<file path="src/rtl/wb_hyper_pkg.sv">
// Shared definitions for the wb_hyper data-port slice: Wishbone CTI codes,
// arbiter FSM encoding and a small grant-vector helper.
package wb_hyper_pkg;

    localparam logic [2:0] CTI_CLASSIC = 3'b000;
    localparam logic [2:0] CTI_INCR    = 3'b010;
    localparam logic [2:0] CTI_EOB     = 3'b111;

    typedef enum logic [1:0] {
        ST_IDLE  = 2'b00,
        ST_BUSY  = 2'b01,
        ST_ABORT = 2'b10
    } arb_state_e;

    function automatic logic [1:0] owner_onehot(input logic owner);
        logic [1:0] vec;
        if (owner) begin
            vec = 2'b10;
        end else begin
            vec = 2'b01;
        end
        return vec;
    endfunction

endpackage

</file>
<file path="src/rtl/wb_ack_watchdog.sv">
// Counts consecutive strobe cycles without an acknowledge and pulses expire
// on the last allowed cycle so the arbiter can terminate the transfer.
module wb_ack_watchdog #(
    parameter int TIMEOUT = 255
) (
    input  logic clk,
    input  logic rst_n,
    input  logic cnt_en,
    input  logic clr,
    output logic expire
);

    localparam int CW = $clog2(TIMEOUT + 1);
    localparam logic [CW-1:0] LAST = CW'(TIMEOUT - 1);

    logic [CW-1:0] cnt_r;

    assign expire = cnt_en && (cnt_r == LAST);

    // Stall counter, restarted on ack, on expiry and whenever the bus is not busy.
    always_ff @(posedge clk) begin
        if (!rst_n) begin
            cnt_r <= {CW{1'b0}};
        end else if (clr || expire) begin
            cnt_r <= {CW{1'b0}};
        end else if (cnt_en) begin
            cnt_r <= cnt_r + CW'(1);
        end else begin
            cnt_r <= cnt_r;
        end
    end

endmodule

</file>
<file path="src/rtl/wb_hyper_arb.sv">
// Two-master round-robin Wishbone arbiter in front of the wb_hyper data slave;
// grant is held for a whole bus cycle and a stalled transfer is aborted with err.
module wb_hyper_arb
    import wb_hyper_pkg::*;
#(
    parameter int AW      = 32,
    parameter int DW      = 32,
    parameter int TIMEOUT = 255,
    parameter bit PRIO0   = 1'b0
) (
    input  logic            wb_clk_i,
    input  logic            wb_rst_ni,

    input  logic [AW-1:0]   m0_adr_i,
    input  logic [DW-1:0]   m0_dat_i,
    input  logic [DW/8-1:0] m0_sel_i,
    input  logic [2:0]      m0_cti_i,
    input  logic            m0_we_i,
    input  logic            m0_cyc_i,
    input  logic            m0_stb_i,
    output logic [DW-1:0]   m0_dat_o,
    output logic            m0_ack_o,
    output logic            m0_err_o,

    input  logic [AW-1:0]   m1_adr_i,
    input  logic [DW-1:0]   m1_dat_i,
    input  logic [DW/8-1:0] m1_sel_i,
    input  logic [2:0]      m1_cti_i,
    input  logic            m1_we_i,
    input  logic            m1_cyc_i,
    input  logic            m1_stb_i,
    output logic [DW-1:0]   m1_dat_o,
    output logic            m1_ack_o,
    output logic            m1_err_o,

    output logic [AW-1:0]   s_adr_o,
    output logic [DW-1:0]   s_dat_o,
    output logic [DW/8-1:0] s_sel_o,
    output logic [2:0]      s_cti_o,
    output logic            s_we_o,
    output logic            s_cyc_o,
    output logic            s_stb_o,
    input  logic [DW-1:0]   s_dat_i,
    input  logic            s_ack_i,

    output logic [1:0]      gnt_o
);

    arb_state_e state_r;
    arb_state_e state_nx_s;
    logic       owner_r;
    logic       owner_nx_s;
    logic       rr_last_r;
    logic       rr_last_nx_s;
    logic [1:0] gnt_r;

    logic       own_cyc_s;
    logic       own_stb_s;
    logic       busy_s;
    logic       wd_en_s;
    logic       wd_clr_s;
    logic       wd_expire_s;

    assign busy_s    = (state_r == ST_BUSY);
    assign own_cyc_s = owner_r ? m1_cyc_i : m0_cyc_i;
    assign own_stb_s = owner_r ? m1_stb_i : m0_stb_i;

    // Slave request path follows the registered owner in every state.
    always_comb begin
        s_adr_o = m0_adr_i;
        s_dat_o = m0_dat_i;
        s_sel_o = m0_sel_i;
        s_cti_o = m0_cti_i;
        s_we_o  = m0_we_i;
        if (owner_r) begin
            s_adr_o = m1_adr_i;
            s_dat_o = m1_dat_i;
            s_sel_o = m1_sel_i;
            s_cti_o = m1_cti_i;
            s_we_o  = m1_we_i;
        end else begin
            s_adr_o = m0_adr_i;
            s_dat_o = m0_dat_i;
            s_sel_o = m0_sel_i;
            s_cti_o = m0_cti_i;
            s_we_o  = m0_we_i;
        end
    end

    assign s_cyc_o = busy_s && own_cyc_s;
    assign s_stb_o = busy_s && own_cyc_s && own_stb_s;

    // Ack stays combinational so burst beats pass at slave rate; err needs no ack.
    assign m0_ack_o = busy_s && !owner_r && s_ack_i;
    assign m1_ack_o = busy_s &&  owner_r && s_ack_i;
    assign m0_err_o = wd_expire_s && !owner_r;
    assign m1_err_o = wd_expire_s &&  owner_r;

    assign m0_dat_o = s_dat_i;
    assign m1_dat_o = s_dat_i;

    assign wd_en_s  = busy_s && s_stb_o && !s_ack_i;
    assign wd_clr_s = !busy_s || s_ack_i;

    wb_ack_watchdog #(
        .TIMEOUT (TIMEOUT)
    ) u_watchdog (
        .clk    (wb_clk_i),
        .rst_n  (wb_rst_ni),
        .cnt_en (wd_en_s),
        .clr    (wd_clr_s),
        .expire (wd_expire_s)
    );

    // Arbitration FSM next-state, owner selection and round-robin bookkeeping.
    always_comb begin
        state_nx_s   = state_r;
        owner_nx_s   = owner_r;
        rr_last_nx_s = rr_last_r;
        case (state_r)
            ST_IDLE: begin
                if (m0_cyc_i && m1_cyc_i) begin
                    owner_nx_s = PRIO0 ? 1'b0 : !rr_last_r;
                    state_nx_s = ST_BUSY;
                end else if (m0_cyc_i) begin
                    owner_nx_s = 1'b0;
                    state_nx_s = ST_BUSY;
                end else if (m1_cyc_i) begin
                    owner_nx_s = 1'b1;
                    state_nx_s = ST_BUSY;
                end else begin
                    state_nx_s = ST_IDLE;
                end
            end
            ST_BUSY: begin
                if (!own_cyc_s) begin
                    rr_last_nx_s = owner_r;
                    state_nx_s   = ST_IDLE;
                end else if (wd_expire_s) begin
                    state_nx_s = ST_ABORT;
                end else begin
                    state_nx_s = ST_BUSY;
                end
            end
            ST_ABORT: begin
                if (!own_cyc_s) begin
                    rr_last_nx_s = owner_r;
                    state_nx_s   = ST_IDLE;
                end else begin
                    state_nx_s = ST_ABORT;
                end
            end
            default: begin
                state_nx_s = ST_IDLE;
            end
        endcase
    end

    // State registers; rr_last resets to 1 so master 0 wins the first tie.
    always_ff @(posedge wb_clk_i) begin
        if (!wb_rst_ni) begin
            state_r   <= ST_IDLE;
            owner_r   <= 1'b0;
            rr_last_r <= 1'b1;
            gnt_r     <= 2'b00;
        end else begin
            state_r   <= state_nx_s;
            owner_r   <= owner_nx_s;
            rr_last_r <= rr_last_nx_s;
            if (state_nx_s == ST_IDLE) begin
                gnt_r <= 2'b00;
            end else begin
                gnt_r <= owner_onehot(owner_nx_s);
            end
        end
    end

    assign gnt_o = gnt_r;

endmodule

</file>
<file path="config.mk">
export PLATFORM = sky130hd
export DESIGN_NAME = wb_hyper_arb
export DESIGN_NICKNAME = d
export VERILOG_FILES = /design/src/rtl/wb_hyper_pkg.sv /design/src/rtl/wb_ack_watchdog.sv /design/src/rtl/wb_hyper_arb.sv
export SDC_FILE = /design/constraint.sdc
export NUM_CORES = 1
export LEC_CHECK = 0
export CAP_MARGIN = 20
export CORE_AREA = 2 2 127 129
export CTS_CLUSTER_DIAMETER = 80
export DETAILED_ROUTE_END_ITERATION = 16
export DIE_AREA = 0 0 129 131
export GPL_ROUTABILITY_DRIVEN = 0
export GPL_TIMING_DRIVEN = 0
export HOLD_SLACK_MARGIN = 0.05
export PLACE_DENSITY = 0.65
export SETUP_SLACK_MARGIN = 0.4
export SYNTH_ARGS = -nofsm -noshare
export SYNTH_HDL_FRONTEND = slang
export SYNTH_SLANG_ARGS = --single-unit
</file>
<file path="constraint.sdc">
create_clock -name wb_clk_i -period 4.5 [get_ports wb_clk_i]
set_clock_uncertainty 0.15 [all_clocks]
set_input_delay 1.35 -clock wb_clk_i [delete_from_list [all_inputs] [get_ports wb_clk_i]]
set_output_delay 1.35 -clock wb_clk_i [all_outputs]
set_load 0.01 [all_outputs]
</file>
==> metrics <==
final setup violation count 0; Syn Area/Cell 9.14 µm²; H-tree levels 1; dpl ws -0.453 ns; area grow syn2layout 153%; CP Capture Type output pin; Slew Viols, Final 0; CTS tree built; Worst Hold Class flip-flop to flip-flop; register area share after synthesis 0.127; vias in the first global route 2,896; Power Dens Cells 154 mW/mm²; dpl hpwl around 9.2 mm; CP dominant cell by count clkdlybuf4s50_1; # clock sinks 14; status completed; largest net degree at the start of global routing 11; global-route wire length before repair around 14 mm; clock-pin slew on the worst setup and hold paths 0.05 ns; post-synth cell types 32; cells along the critical path clkdlybuf4s50_1, mux2_2, clkdlybuf4s50_1; Filler cells 1,553; CTS max path bufs 2; Yosys Warn Count 0; Critical Path Fanout Max 1; Worst R2R Start state_r[1]$_SDFF_PN0_; layout cell share with drive strength beyond 1 0.314; clk_lat worst skew 0.24 ns; startpoint types input port; row cnt between 40 and 50; gr usage total 0.105; max cap viols 0; WL/cell 13.8 µm; Die H 131 µm; hold path startpoint u_watchdog.cnt_r[1]$_SDFFE_PP0P_; Design Area, Final 0.00558 mm²; unrepaired setup endpoints after global routing true; fmax between 0.2 and 0.25 GHz; Worst EP required 3.00 ns; measured slew at the worst slew-check pin ~0.58 ns; grt ovf 0; Worst Path Arrival 2.55 ns; hold path cells 2; R2R Path End state_r[0]$_SDFF_PN0_; Pre-antenna DRT Iters 4; CTS Buf Count 3; post-synth net total 430; die width 129 µm; Setup WS post-layout 0.447 ns; synthesized cell area between 0.002 and 0.0025 mm²; worst r2r path cells 12; # nets final between 700 and 800; min Tclk post-route 4.05 ns; Fin. Hold Viols 0; worst rel slew slack 0.615; Post-Place Cell Area about 0.0054 mm²; Starting Density 0.141; period utilisation layout 0.901; 1st-iter DRT viols 61; cells after synthesis 241; ANT cells 0; clock root cell clkbuf_16; core outline area 0.0156 mm²; flop2flop setup slack 2.26 ns; initial antenna violation count 0; DR DRC count 0; I/O pin count ~330; critical path class input port to output pin; cell family with most CP delay buffers and inverters; Slowest cell on crit path clkdlybuf4s50_1; Via-to-Cell Ratio 3.77; FF+latch count, synth 14; routed wire length 10.5 mm; PortBufs 294; via count about 2,900; Peak VDD IR slightly above 0.1 mV; WP buf/inv 2; Routed Antenna Nets 0; die area 0.0169 mm²; CP peak stage delay 0.51 ns; WHS Endpoint u_watchdog.cnt_r[1]$_SDFFE_PP0P_; Pleak 0.00213 µW
[worst min-delay path, delay by kind of cell (launching register included)]
| family | cells | cell delay (ns) |
|---|---|---|
| DFF | 1 | 0.33 |
| and+or+nand+nor | 1 | 0.11 |
| AOI/OAI and AO/OA | 1 | 0.05 |
[cells by family after synthesis]
family | Yosys count | share of synthesized area
buffers and inverters | 80 | 0.253
multiplexers | 73 | 0.373
AND/OR/NAND/NOR | 44 | 0.119
AO/OA/AOI/OAI | 17 | 0.0665
flip-flops | 14 | 0.127
adder cells (fa/ha/maj) | 6 | 0.0341
XOR/XNOR | 7 | 0.0278
[sequential cells by signal (all words and copies together) (netlist names)]
| register | count |
|---|---|
| owner_r | 1 |
| u_watchdog.cnt_r | 8 |
| state_r | 2 |
| gnt_o | 2 |
| rr_last_r | 1 |
[what timing repair did]
action	CTS	global route
setup buffers	5	3
pin swaps	3	2
hold endpoints to repair	0	0
hold buffers	0	0
setup endpoints to repair	6	2
gates resized for setup	28	11
[cells in the final DEF, fill, tap and decap left out, types with 3 or more instances in the layout]
cell | synthesis | final
buf_4 | 65 | 72
a21oi_1 | 5 | 5
o21ai_0 | 3 | 3
nor2_1 | 10 | 10
xnor2_1 | 7 | 7
mux2_2 | 72 | 72
nand2b_1 | 5 | 5
ha_1 | 6 | 6
clkbuf_16 | 0 | 3
buf_2 | 4 | 8
inv_1 | 5 | 5
clkbuf_1 | 5 | 5
nand2_1 | 10 | 10
clkdlybuf4s50_1 | 0 | 287
a211oi_1 | 4 | 4
dfxtp_1 | 14 | 14
[per-layer routing]
metal  GRT usage  vias up  routed length [µm]
met4      0.0211        0                  76
met5           0        -                   0
li1            -     1382                   -
met3      0.0244        4                 899
met2       0.204      184                5810
met1       0.116     1308                3730
[per-stage QoR]
stage,total power (µW),setup TNS (ns),std cells,util,hold slack (ns)
floorplan,341,0,241,-,0.350
global placement,672,-0.842,751,0.347,0.369
detailed placement,677,-0.893,751,0.347,0.392
CTS,866,0,760,0.354,0.399
global route,906,0,763,0.358,0.424
finish,859,0,763,0.358,0.398
[worst max-delay path by stage]
stage,start,endpoint,slack [ns],depth (start not counted)
detailed placement,m0_cyc_i,m0_err_o,-0.45,5
floorplan,m0_stb_i,m0_err_o,0.84,3
global placement,m0_cyc_i,m0_err_o,-0.43,5
global route,m1_cyc_i,m0_err_o,0.38,7
CTS,m0_cyc_i,m0_err_o,0.42,7
finish,m0_sel_i[1],s_sel_o[1],0.45,3
[power by group]
| group | switching (µW) | internal [µW] | total, µW |
|---|---|---|---|
| clock | 51.7 | 135 | 186 |
| sequential | 2.58 | 129 | 131 |
| combinational | 172 | 369 | 541 |
[synthesized netlist by cell type]
cell,count,share of area
a2111oi_0,1,0.0040
a2111oi_2,2,0.014
a2111oi_4,1,0.013
a211oi_1,4,0.014
a21oi_1,5,0.011
a32o_1,1,0.0045
and2_1,2,0.0057
and3_1,1,0.0028
buf_2,4,0.0091
buf_4,65,0.22
buf_6,1,0.0051
clkbuf_1,5,0.0085
dfxtp_1,14,0.13
ha_1,6,0.034
inv_1,5,0.0085
mux2_2,72,0.37
mux2i_1,1,0.0045
nand2_1,10,0.017
nand2b_1,5,0.014
nand3_1,3,0.0068
nand3b_1,2,0.0068
nand4_1,1,0.0028
nand4_2,1,0.0057
nand4b_4,1,0.011
nor2_1,10,0.017
nor2_2,2,0.0057
nor2b_1,2,0.0057
nor3_2,2,0.0091
nor3b_2,1,0.0057
o21ai_0,3,0.0068
or3_1,1,0.0028
xnor2_1,7,0.028
[layout make-up]
| cell class | count | area (µm²) | area share |
|---|---|---|---|
| timing repair buffer | 302 | 3000 | 0.538 |
| multi-input combinational | 147 | 1380 | 0.247 |
| buffer | 75 | 538 | 0.0965 |
| sequential | 14 | 280 | 0.0503 |
| tap | 216 | 270 | 0.0485 |
| clock buffer | 4 | 88.8 | 0.0159 |
| inverter | 5 | 18.8 | 0.00337 |
Note: power is estimated with default switching activity, not from simulation.
